===== src/rtl/async_fifo_wptr_ctrl.sv =====
// Write-side pointer controller for a dual-clock FIFO: binary/Gray write pointer,
// read-pointer synchroniser, and full / almost-full / level / sticky-overflow flags.
`timescale 1ns/1ps
module async_fifo_wptr_ctrl #(
    parameter int ADDR_WIDTH  = 4,
    parameter int SYNC_STAGES = 2,
    parameter int AF_LEVEL    = 14
) (
    input  logic                  clk,
    input  logic                  rst_n,
    input  logic                  wr_en,
    input  logic [ADDR_WIDTH:0]   rd_gray_async,
    input  logic                  ovf_clr,
    output logic                  wr_ram_en,
    output logic [ADDR_WIDTH-1:0] wr_addr,
    output logic [ADDR_WIDTH:0]   wr_gray,
    output logic                  full,
    output logic                  almost_full,
    output logic [ADDR_WIDTH:0]   wr_level,
    output logic                  overflow
);
    localparam int PW = ADDR_WIDTH + 1;
    localparam logic [PW-1:0] AF_THRESH = PW'(AF_LEVEL);

    logic [PW-1:0] wbin_q, wbin_d;
    logic [PW-1:0] wgray_q, wgray_d;
    logic [SYNC_STAGES-1:0][PW-1:0] sync_q;
    logic [PW-1:0] rq, rbin;
    logic [PW-1:0] level_q, level_d;
    logic          full_q, full_d;
    logic          af_q, af_d;
    logic          ovf_q, ovf_d;
    logic          accept;

    assign rq     = sync_q[SYNC_STAGES-1];
    assign accept = wr_en & ~full_q;

    // Gray-to-binary: each binary bit is the XOR of all Gray bits at or above it.
    generate
        for (genvar gi = 0; gi < PW; gi++) begin : g_rbin
            assign rbin[gi] = ^rq[PW-1:gi];
        end
    endgenerate

    always_comb begin
        wbin_d  = wbin_q + {{ADDR_WIDTH{1'b0}}, accept};
        wgray_d = (wbin_d >> 1) ^ wbin_d;
        // Full when the write pointer is exactly one lap ahead of the visible read pointer.
        full_d  = (wgray_d == {~rq[PW-1:PW-2], rq[PW-3:0]});
        level_d = wbin_d - rbin;
        af_d    = (level_d >= AF_THRESH);
        ovf_d   = (wr_en & full_q) | (ovf_q & ~ovf_clr);
    end

    always_ff @(posedge clk or negedge rst_n) begin
        if (!rst_n) begin
            sync_q <= '0;
        end else begin
            sync_q[0] <= rd_gray_async;
            for (int i = 1; i < SYNC_STAGES; i++) begin
                sync_q[i] <= sync_q[i-1];
            end
        end
    end

    always_ff @(posedge clk or negedge rst_n) begin
        if (!rst_n) begin
            wbin_q  <= '0;
            wgray_q <= '0;
            full_q  <= 1'b0;
            af_q    <= 1'b0;
            level_q <= '0;
            ovf_q   <= 1'b0;
        end else begin
            wbin_q  <= wbin_d;
            wgray_q <= wgray_d;
            full_q  <= full_d;
            af_q    <= af_d;
            level_q <= level_d;
            ovf_q   <= ovf_d;
        end
    end

    assign wr_ram_en   = accept;
    assign wr_addr     = wbin_q[ADDR_WIDTH-1:0];
    assign wr_gray     = wgray_q;
    assign full        = full_q;
    assign almost_full = af_q;
    assign wr_level    = level_q;
    assign overflow    = ovf_q;
endmodule


===== config.mk =====
export PLATFORM = sky130hd
export DESIGN_NAME = async_fifo_wptr_ctrl
export DESIGN_NICKNAME = d
export VERILOG_FILES = /design/src/rtl/async_fifo_wptr_ctrl.sv
export SDC_FILE = /design/constraint.sdc
export NUM_CORES = 1
export LEC_CHECK = 0
export BUFFER_PORTS_ARGS = -buffer_cell sky130_fd_sc_hd__buf_2
export CAP_MARGIN = 20
export CORE_UTILIZATION = 51
export DETAILED_ROUTE_END_ITERATION = 7
export HOLD_SLACK_MARGIN = 0.06
export PLACE_DENSITY_LB_ADDON = 0.15
export SYNTH_ARGS = -nofsm -noshare
export SYNTH_HDL_FRONTEND = slang
export SYNTH_SLANG_ARGS = --single-unit

===== constraint.sdc =====
create_clock -name clk -period 3 [get_ports clk]
set_input_delay 0.3 -clock clk [delete_from_list [all_inputs] [get_ports clk]]
set_output_delay 0.3 -clock clk [all_outputs]
set_load 0.01 [all_outputs]

# Yosys cells after proc, flatten, opt, wreduce, memory -nomap -nowiden
# Cells that the tools add are included.
# word_totals
register_bits,28
in_bits,9
wordCells,24
# classes
addsub,2
magnitude_cmp,1
eq_ne,1
n_bitwise,8
reduce_logical,4
# op_table
cell,count
$add 5x1->5,1
$eq 5x5->1,1
$ge 5x4->1 const B,1
$reduce_xor 5->1,1
$sub 5x5->5,1
$xor 4x5->5,1
$reduce_xor 4->1,1
$and 1x1->1,3
$reduce_xor 3->1,1
$not 1->1,2
$not 2->2,1
$reduce_xor 2->1,1
$or 1x1->1,1

# Depth between registers and ports, before layout
# logic_depth
depth_word,5
depth_mapped,10
depth_no_buf,9

# Worst setup path before layout
# No wires, ideal clock.
# synth_path
path_kind,register to register
startpoint,"reg sync_q, in the netlist rq[4]"
endpoint,reg af_q (netlist: almost_full)
setup_time_ps,120
t_arrival_ps,2404
t_required_ps,2880
path_slack_ps,476
stages_incl_launch_ff,11
n_path_buf,1
synth_period_minus_slack_ps,2524
path_cell_list,dfrtp_1 -> buf_2 -> xnor3_2 -> xor2_1 -> xnor2_1 -> ha_1 -> fa_1 -> nand2b_1 -> o21ai_1 -> xnor2_1 -> a31o_1
# synth_between
elab_chain_len,3
word_cells_on_any_way,6
cone_classes,add/sub: 1; order compare: 1; reduce/logical: 4
# synth_lines
element,line,source
"start, declared",27,logic [SYNC_STAGES-1:0][PW-1:0] sync_q;
"start signal, assigned by index",61,sync_q[i] <= sync_q[i-1];
"$reduce_xor 5->1, or another cell as far along",41,assign rbin[gi] = ^rq[PW-1:gi];
$sub 5x5->5 *,50,level_d = wbin_d - rbin;
via level_d[4],29,"logic [PW-1:0] level_q, level_d;"
$ge 5x4->1 *,51,af_d = (level_d >= AF_THRESH);
via af_d,31,"logic af_q, af_d;"
"end signal, assigned",71,af_q <= 1'b0;
"end signal, assigned",78,af_q <= af_d;
"end, declared",31,
# The timed path passes the listed nets; every way through them passes the cells marked *.

# Worst setup path after layout
# Same ends and word-level chain as after synthesis.

==> results.txt <==
final wirelength: 1780 µm
crit share post-route: 0.896
Finish-stage setup viols: 0
P&R area growth vs syn: 19.6%
CP Class: reg2reg
Worst Hold Launch: rd_gray_async[2]
Starting Density: 0.564
Worst Tran Pin Value: 0.590 ns
H-tree Lvls: 1
post-route ant nets: 0
RD Place Congestion: 0.824
post-synthesis cell area: 1150 µm²
Hold WS: 0.0828 ns
vias in the first global route: 684
drt wl/cell: 12.3 µm
io pins: 27
ant diodes: 0
postcts setup bufs: 0
Overflow after GRT: 0
DR iter-0 viols: 5
fin cells: 144
Residual DRC: 0
YS warnings: 0
CTS tree: yes
Power Dens Cells: 1100 nW/µm²
Die Span X: 49.5 µm
synthesized area per cell: 13.7 µm²
share of cells above drive strength 1: 0.274
clock slew at reported path FFs: 0.13 ns
placed cells: 136
Site Rows: 16
commonest non-fill, non-tap cell in the layout: dfrtp_1
post_cts resized: 0
min-delay worst type: in2reg
Post-synth top flop: dfrtp_1
pin count of the biggest net entering global routing: 28
commonest cells after routing, fill and taps aside: dfrtp_1 (27), buf_2 (26), xnor2_1 (12)
Synth area leaders: dfrtp_1 (59%), xnor2_1 (9.1%), ha_1 (5.4%)
Fmax: 372 MHz
Util after Layout: 0.674
worst-path fanout max: 7
sequential cell area fraction in the yosys report: 0.587
core area: 2040 µm²
Post-Syn Instances: 84
Synth cell types: 24
CTS sink cnt: 27
CP peak stage delay: 0.50 ns
die area: 2450 µm²
Multi-input gate area: 444 µm²
HPWL after DPL: 1330 µm
fill count: 171
Post-Route Skew: 0.00397 ns
slowest CP cell: xnor3_2
Pre-antenna DRT Iters: 4
WP data required: 3.22 ns
FF/Latch Area: 676 µm²
area share of the largest cell type after synthesis: 0.587
Fin Setup TNS: 0 ns
Rel. slew slack: 0.607
Data arrival, critical path: 2.91 ns
ys async rst share: 1.00
Nets: 133
synthesis-stage register bit count: 27
CP Cell Sequence: xnor3_2 -> xor2_1 -> xnor2_1 -> ha_1 -> fa_1 -> nand2b_1 -> o21ai_1 -> xnor2_1 -> a31o_1
Leak: 0.657 nW
RSZ-0062 raised after global routing: no
Worst Setup End Kind: flip-flop
Slew Limit Fails: 0
Final Hold Viols: 0
max_cap viols: 0
syn nets: 99
worst skew pair latency: 0.31 ns
clock buffer depth: 2
Tmin final: 2.69 ns
Crit. Startpoint: rq[4]$_DFF_PN0_
CTS buffer count: 3
number of enable flip-flop cells after synthesis: 0
run status: complete, no violations
first-pass GRT wire length: 2890 µm
vias: 695
GRT Resource Usage Total: 0.164
Die Y: 49.5 µm
CTS root buffer: clkbuf_4
most common cell type on the critical path: xnor2_1
Port Buf Inserts: 26
Setup crit start kind: flip-flop
Yosys top cell by area: dfrtp_1
Worst R2R Start: rq[4]$_DFF_PN0_
antenna violations before repair: 0
Worst VDD drop: 0.729 mV
via density per instance: 4.83
-- routing by layer --
layer	routed length (µm)	GRT usage	up-vias
met2	958	0.297	17
met4	12	0.0714	0
met1	749	0.183	337
li1	-	-	339
met3	57	0.0370	2
met5	0	0	-
-- critical path: cells and delay by family, from the launching register on --
family	cells	cell delay (ns)
AO/OA/AOI/OAI	2	0.32
XOR/XNOR	4	1.00
adder cells (fa/ha/maj)	2	0.64
flip-flops	1	0.48
AND/OR/NAND/NOR	1	0.15
-- repair_timing --
item | in CTS | in global routing
endpoints found under the setup margin | 0 | 0
hold buffers | 1 | 3
endpoints found under the hold margin | 27 | 3
-- per-stage QoR --
stage | instance area (µm²) | setup WS [ns] | total power, W
final | 1380 | 0.311 | 0.00151
after floorplan | 1150 | 0.476 | 0.00114
after global routing | 1380 | 0.129 | 0.00165
after global placement | 1310 | 0.425 | 0.00136
after CTS | 1350 | 0.308 | 0.00153
after detailed placement | 1310 | 0.321 | 0.00138
-- Yosys cell counts, types with 2 or more instances --
library cell,number
nand2b_1,2
or3_1,2
ha_1,5
nand3_1,4
nor3b_1,2
xor2_1,6
a21oi_1,2
inv_1,7
xnor2_1,12
dfrtp_1,27
o21ai_1,2
-- area by class of cell --
cell class              instances  share of cell area
repair buffers                 30               0.124
inverters                       7              0.0191
flip-flops and latches         27               0.491
well taps                      27              0.0245
multi-input cells              49               0.323
clock buffers                   4              0.0191
-- power breakdown --
part           switching, W  total [W]  leakage [nW]  internal (W)
Clock             0.0000979   0.000150        0.0150     0.0000519
Combinational      0.000438   0.000801         0.322      0.000364
Sequential        0.0000648   0.000560         0.320      0.000495
Total              0.000600    0.00151         0.657      0.000911
-- state kept, by name, indices dropped and copies added, names as in the netlist --
| name | count |
|---|---|
| full | 1 |
| almost_full | 1 |
| rq | 5 |
| wr_level | 5 |
| sync_q | 5 |
| wr_gray | 4 |
| overflow | 1 |
| wbin_q | 5 |
-- path summary, 6_finish.rpt --
kind | end | slack [ns] | cells after the start
min reg2reg | rq[0]$_DFF_PN0_ | 0.37 | 0
max in group asynchronous | rq[3]$_DFF_PN0_ | 2.11 | 2
min in group asynchronous | wr_gray[2]$_DFF_PN0_ | 0.50 | 2
max | almost_full$_DFF_PN0_ | 0.31 | 9
max reg2reg | almost_full$_DFF_PN0_ | 0.31 | 9
min | sync_q[2]$_DFF_PN0_ | 0.08 | 1
-- kinds of logic after synthesis --
family                   count (synthesis)  share of synthesized area
flip-flops                              27                      0.587
XOR/XNOR                                21                      0.196
AND/OR/NAND/NOR                         13                     0.0685
AO/OA/AOI/OAI                            9                     0.0500
buffers and inverters                    8                     0.0272
adder cells (fa/ha/maj)                  6                     0.0717
No activity file was read; power rests on OpenSTA's default activity.
